### config.mk
export PLATFORM = sky130hd
export DESIGN_NAME = fetch_unit
export DESIGN_NICKNAME = d
export VERILOG_FILES = /design/src/rtl/fetch_unit_pkg.sv /design/src/rtl/fetch_unit_pc_gen.sv /design/src/rtl/fetch_unit.sv
export SDC_FILE = /design/constraint.sdc
export NUM_CORES = 1
export LEC_CHECK = 0
export ABC_AREA = 1
export CAP_MARGIN = 30
export CORE_MARGIN = 2
export CORE_UTILIZATION = 50
export CTS_BUF_LIST = sky130_fd_sc_hd__clkbuf_16
export DETAILED_ROUTE_END_ITERATION = 7
export PLACE_DENSITY_LB_ADDON = 0.12
export SKIP_LAST_GASP = 1
export SLEW_MARGIN = 5
export SYNTH_ARGS = -nofsm -noshare
export SYNTH_HDL_FRONTEND = slang
export SYNTH_SLANG_ARGS = --single-unit
### constraint.sdc
create_clock -name clk -period 3.4 [get_ports clk]
set_input_delay 1.02 -clock clk [delete_from_list [all_inputs] [get_ports clk]]
set_output_delay 1.02 -clock clk [all_outputs]
set_load 0.03 [all_outputs]
### src/rtl/fetch_unit_pkg.sv
// Shared pipeline types and widths for the fetch stage and its consumers.
package fetch_unit_pkg;
  localparam int PC_W    = 32;
  localparam int INSTR_W = 32;
  localparam logic [PC_W-1:0] DEFAULT_RESET_PC = 32'h0000_0000;

  typedef struct packed {
    logic               valid;
    logic [INSTR_W-1:0] instr;
    logic [PC_W-1:0]    pc;
    logic [PC_W-1:0]    pc_plus4;
  } if_id_t;
endpackage

### src/rtl/fetch_unit_pc_gen.sv
// PC generator: owns fetch_pc and the in-flight request, drives the cache address.
module fetch_unit_pc_gen
  import fetch_unit_pkg::*;
#(
  parameter logic [PC_W-1:0] RESET_PC = DEFAULT_RESET_PC,
  parameter logic [PC_W-1:0] PC_STEP  = 32'd4
) (
  input  logic            clk,
  input  logic            rst_n,
  input  logic            id_stall,
  input  logic            redirect_valid,
  input  logic [PC_W-1:0] redirect_pc,
  output logic [PC_W-1:0] cache_addr,
  output logic [PC_W-1:0] req_pc,
  output logic            req_valid
);
  logic [PC_W-1:0] fetch_pc;
  logic [PC_W-1:0] target;

  assign target = {redirect_pc[PC_W-1:2], 2'b00};

  // Stall replays the in-flight address so next cycle's data still matches req_pc.
  always_comb begin
    cache_addr = fetch_pc;
    if (redirect_valid)  cache_addr = target;
    else if (id_stall)   cache_addr = req_pc;
  end

  always_ff @(posedge clk or negedge rst_n) begin
    if (!rst_n) begin
      fetch_pc  <= RESET_PC;
      req_pc    <= '0;
      req_valid <= 1'b0;
    end else if (redirect_valid) begin
      req_pc    <= target;
      req_valid <= 1'b1;
      fetch_pc  <= target + PC_STEP;
    end else if (!id_stall) begin
      req_pc    <= fetch_pc;
      req_valid <= 1'b1;
      fetch_pc  <= fetch_pc + PC_STEP;
    end
  end
endmodule

### src/rtl/fetch_unit.sv
// Instruction fetch stage: PC generation, IF/ID capture, misalign flag, delivery counter.
module fetch_unit
  import fetch_unit_pkg::*;
#(
  parameter logic [PC_W-1:0] RESET_PC = DEFAULT_RESET_PC,
  parameter logic [PC_W-1:0] PC_STEP  = 32'd4
) (
  input  logic               clk,
  input  logic               rst_n,
  output logic [PC_W-1:0]    iCacheReadAddr,
  input  logic [INSTR_W-1:0] iCacheReadData,
  input  logic               id_stall,
  input  logic               redirect_valid,
  input  logic [PC_W-1:0]    redirect_pc,
  output logic               if_id_valid,
  output logic [INSTR_W-1:0] if_id_instr,
  output logic [PC_W-1:0]    if_id_pc,
  output logic [PC_W-1:0]    if_id_pc_plus4,
  output logic               misalign_err,
  output logic [31:0]        fetch_count
);
  logic [PC_W-1:0] req_pc;
  logic            req_valid;
  if_id_t          if_id_q;

  fetch_unit_pc_gen #(.RESET_PC(RESET_PC), .PC_STEP(PC_STEP)) u_pc_gen (
    .clk            (clk),
    .rst_n          (rst_n),
    .id_stall       (id_stall),
    .redirect_valid (redirect_valid),
    .redirect_pc    (redirect_pc),
    .cache_addr     (iCacheReadAddr),
    .req_pc         (req_pc),
    .req_valid      (req_valid)
  );

  // A redirect only clears valid; the stale payload is harmless once flushed.
  always_ff @(posedge clk or negedge rst_n) begin
    if (!rst_n) begin
      if_id_q      <= '0;
      misalign_err <= 1'b0;
      fetch_count  <= '0;
    end else if (redirect_valid) begin
      if_id_q.valid <= 1'b0;
      if (redirect_pc[1:0] != 2'b00) misalign_err <= 1'b1;
    end else if (!id_stall) begin
      if_id_q.valid    <= req_valid;
      if_id_q.instr    <= iCacheReadData;
      if_id_q.pc       <= req_pc;
      if_id_q.pc_plus4 <= req_pc + PC_STEP;
      if (req_valid) fetch_count <= fetch_count + 32'd1;
    end
  end

  assign if_id_valid    = if_id_q.valid;
  assign if_id_instr    = if_id_q.instr;
  assign if_id_pc       = if_id_q.pc;
  assign if_id_pc_plus4 = if_id_q.pc_plus4;
endmodule

Yosys cells after proc, flatten, opt, wreduce, memory -nomap -nowiden
Cells that the tools add are included.
- flip-flop bits (word level): 195
- muxes and demuxes: 8
- reduce and logical (&&, ||, !) cells: 4
- eq/ne operators: 1
- bitwise gates (word level): 2
- add/subtract/negate cells: 4
- operators by type and width (kind ; count):
    2-to-1 mux 32 bit ; 4
    2-to-1 mux 97 bit ; 1
    adder 32 x 3 -> 32 bit, second input constant ; 3
    adder 32 x 1 -> 32 bit, second input constant ; 1
    AND reduction 2 bit ; 2
    2-to-1 mux 1 bit ; 3
    AND reduction 3 bit ; 1
    != test 2 x 1 -> 1 bit, second input constant ; 1
    NOT 1 bit ; 2
    nonzero test 2 bit ; 1

Logic depth before layout (Yosys ltp)
- word-level depth: 3
- mapped depth: 13
- depth with buffers taken out: 12

Cells and area by module
Synthesis repeated with hierarchy kept, for this count alone.
- cell total of the unflattened synthesis: 1287
- area total of the unflattened synthesis: 9572.9 µm²
- by module, submodules not included (module ; area an instance (µm²) ; cells each ; times used):
    fetch_unit ; 5972.0 ; 764 ; 1
    fetch_unit_pc_gen ; 3601.0 ; 523 ; 1

Worst setup path after synthesis
Ideal clock, no wire load.
- path kind: input port to output port
- from: input port redirect_valid
- to: output port iCacheReadAddr[2]
- slack: -270 ps
- stages on the path: 8
- arrival: 2650 ps
- cells stage by stage: buf_6 buf_12 buf_6 nor2_1 inv_1 buf_2 buf_2 o21ai_0
- word-level cells in the longest chain between the ends: 1
- RTL lines (element ; RTL line ; RTL):
    start, declared ; fetch_unit.sv:13 ; input logic redirect_valid,
    2-to-1 mux 32 bit ; n/a ;
    end, declared ; fetch_unit.sv:10 ; output logic [PC_W-1:0] iCacheReadAddr,
Every way passes these cells.

Worst setup path in the final report
- from: input port id_stall
- to: output port iCacheReadAddr[31]
- word-level cells in the longest chain between the ends: 2
- RTL lines (element ; RTL line ; RTL):
    start, declared ; fetch_unit.sv:12 ; input logic id_stall,
    2-to-1 mux 32 bit (2 in series) ; n/a ;
Every way passes these cells.

==> qor.yml <==
routing:
  vias_per_cell: 5.28
  drtAntennaViolNets: 0
  vias: 8718
  wl_per_cell_um: 17.0
  highest_layer: "met4"
  route.met2.wl_mm: 13.5
  wl_mm: 28.0
  drt-initial-drc-count: 647
  drc: 0
  drt-pass1-iter-count: 5
  dr_wl_met3_mm: 1.86
  m1WireLength_mm: 12.1
critical_path:
  r2r-end: "if_id_pc_plus4[24]$_DFFE_PN0P_"
  r2r-start: "u_pc_gen.req_pc[2]$_DFF_PN0_"
  path_common_cell: "buf_4"
  cp.required_ns: 2.38
  crit_buf_inv: 5
  cpMaxStageDelayCell: "dlygate4sd2_1"
  critPathMaxFanout: 8
  r2r_cells: 10
  start_kind: "input port"
  regToRegSetupSlack_ns: 1.14
  cp.arrival_ns: 2.28
  slowest_delay_ns: 0.26
  critPathKind: "in -> out"
  worst_setup_path_end_kind: "output pin"
  crit_family: "buffers and inverters"
  worstPathCellList: "dlygate4sd2_1 -> buf_6 -> nor2_4 -> clkinv_4 -> buf_4 -> o211ai_1 -> buf_4"
sta:
  finalCritPeriodShare: 0.969
  relSlewSlack: 0.451
  setup_viol: 0
  fin_setup_tns_ns: 0
  max_freq_mhz: 303
  max_slew.worst_pin.slew_ns: 0.824
  layout_setup_ws_ns: 0.105
  rsz0062_at_grt: "no"
  hold_viol: 0
  slew_viol_final: 0
  skew_ns: 0.00888
  period_minus_slack_ns: 3.30
global_route:
  grt_pass1_wl_mm: 44.6
  grt_max_degree: 111
  gr-total-overflow: 0
  grt_pass1_vias: 8335
  grt_util_all_layers: 0.289
  grt_antenna_before_repair: 0
outcome:
  outcome: "finished, final reports clean"
placed_design:
  place_congestion: 1.00
  dp_hpwl_mm: 21.2
  dpl_worst_slack_ns: -0.144
  dpl-instance-area_mm2: 0.0121
  dp.cells: 1617
  io_buffers: 229
clocking:
  root_buffer: "clkbuf_16"
  worstSkewPairLatency_ns: 0.43
  clk_pin_slew_ns: 0.07
  clock-sinks: 191
  tritoncts: "built"
  cts_hold_buf: 0
  cts_buffer_depth: 2
  cts-htree-levels: 4
  numCtsBuffers: 17
floorplanning:
  initial_core_util: 0.514
  core_mm2: 0.0181
  die_h_um: 141
  io_pins: 230
  die-area_mm2: 0.0198
  rows: 49
  die_w_um: 141
yosys:
  yosysTopAreaCell: "dfrtp_1"
  synth_fa_ha_area_frac: 0.00537
  synth.distinct_cells: 33
  synth_top_family_by_area: "simple AND/OR/NAND/NOR gates"
  synth_compound_area_frac: 0.0682
  synth.area.top_cells: "dfrtp_1 (51%), nand2_1 (16%), nand3_1 (5.7%)"
  mappedNetlistNets: 1228
  ys_ff_latch: 191
  synth_warnings: 0
  synthCells: 1156
  synth_xor_area_frac: 0.0348
  synth_top_area_frac: 0.513
  ys_seq_area_frac: 0.513
  syn_area_mm2: 0.00932
  syn_avg_cell_area_um2: 8.07
  synth.area.mux_share: 0
  synthSimpleGateAreaFrac: 0.318
finish:
  fin_cells: 1652
  fill_cells: 1487
  area_growth_pct: 37.1
  antenna_cells: 0
  drive_gt1_frac: 0.122
  num-nets-final: 1482
  fin_area_mm2: 0.0128
worst_hold_path:
  min_to: "if_id_instr[4]$_DFFE_PN0P_"
  hold_class: "reg -> reg"
  hold_path_depth: 2
  hold_start: "if_id_instr[4]$_DFFE_PN0P_"
power_and_ir_drop:
  p_per_area_mw_per_mm2: 512
  power_uw: 6540
  p_leak_uw: 0.00599
  ir_worst_vdd_v: 0.000401
job:
  maxCapViolations: 0
## synthesized netlist by cell type, drive strengths merged
| cell type | instances |
|---|---|
| nand3b | 3 |
| inv | 94 |
| ha | 4 |
| a21oi | 2 |
| nor4 | 3 |
| nand3 | 106 |
| o22ai | 2 |
| o211ai | 10 |
| o21bai | 6 |
| clkbuf | 27 |
| o221ai | 25 |
| nand4 | 13 |
| buf | 14 |
| nor2 | 122 |
| o21ai | 48 |
| nand2 | 429 |
| o21a | 2 |
| nor3 | 15 |
| dfrtp | 191 |
| or2 | 3 |
| xnor2 | 16 |
| xor2 | 21 |
## layer usage
layer | GRT usage | vias to the layer above
met5 | 0 | -
met4 | 0.0863 | 0
met3 | 0.0434 | 35
met2 | 0.479 | 330
met1 | 0.396 | 4117
li1 | - | 4236
## cells in the final DEF (no fill, tap or decap), drive strengths merged
master | Yosys | routed
nand2 | 429 | 429
clkdlybuf4s50 | 0 | 194
dfrtp | 191 | 191
nor2 | 122 | 122
nand3 | 106 | 106
inv | 94 | 100
buf | 14 | 80
o21ai | 48 | 48
o221ai | 25 | 25
xor2 | 21 | 21
clkbuf | 27 | 18
xnor2 | 16 | 16
nor3 | 15 | 15
nand4 | 13 | 13
o211ai | 10 | 10
clkinv | 0 | 7
o21bai | 6 | 6
ha | 4 | 4
nand3b | 3 | 3
or2 | 3 | 3
nor4 | 3 | 3
a21oi | 2 | 2
o21a | 2 | 2
o22ai | 2 | 2
clkinvlp | 0 | 1
bufinv | 0 | 1
dlygate4sd2 | 0 | 1
## per-stage QoR
step,util,hold WS [ns]
2_1_floorplan,-,0.449
3_3_place_gp,0.667,0.453
3_5_place_dp,0.667,0.458
4_1_cts,0.703,0.475
5_1_grt,0.704,0.492
6_report,0.704,0.471
## how the worst max path moves through the flow
stage | start | to | cells after the start
finish | id_stall | iCacheReadAddr[31] | 7
global route | id_stall | iCacheReadAddr[4] | 7
CTS | id_stall | iCacheReadAddr[31] | 7
detailed placement | id_stall | iCacheReadAddr[8] | 7
global placement | id_stall | iCacheReadAddr[20] | 7
floorplan | redirect_valid | iCacheReadAddr[2] | 8
## worst register-to-register path, delay by kind of cell, from the launching register on
| kind | cells | cell delay [ns] |
|---|---|---|
| and+or+nand+nor | 8 | 1.44 |
| adders and majority gates | 1 | 0.21 |
| DFF | 1 | 0.40 |
| buffers and inverters | 1 | 0.11 |
## registers in the layout, summed over array words and instances (netlist names)
register	cells
fetch_count	32
if_id_instr	32
if_id_pc	32
if_id_pc_plus4	30
if_id_valid	1
misalign_err	1
u_pc_gen.fetch_pc	30
u_pc_gen.req_pc	32
u_pc_gen.req_valid	1
## report_power, final
group | switching [uW] | internal [uW]
logic | 1100 | 708
clock network | 941 | 1040
registers | 203 | 2550
## logic make-up (layout without fill, tap and decap cells)
logic type | count (synthesis) | count (layout)
buffers and inverters | 135 | 402
adder cells (fa/ha/maj) | 4 | 4
AO/OA/AOI/OAI | 95 | 95
flip-flops | 191 | 191
XOR/XNOR | 37 | 37
AND/OR/NAND/NOR | 694 | 694
## area by class of cell
class	instances	area (um2)	share of cell area
clock buffers	17	425	0.0333
clock inverters	15	151	0.0118
inverters	94	358	0.0280
multi-input cells	830	4020	0.315
flip-flops and latches	191	4780	0.374
well taps	229	287	0.0224
repair buffers	276	2760	0.216
## what timing repair did
item	4_1_cts	5_1_grt
setup buffers	2	0
resized for setup	10	0
setup endpoints to repair	28	0
No activity file was read; power rests on OpenSTA's default activity.
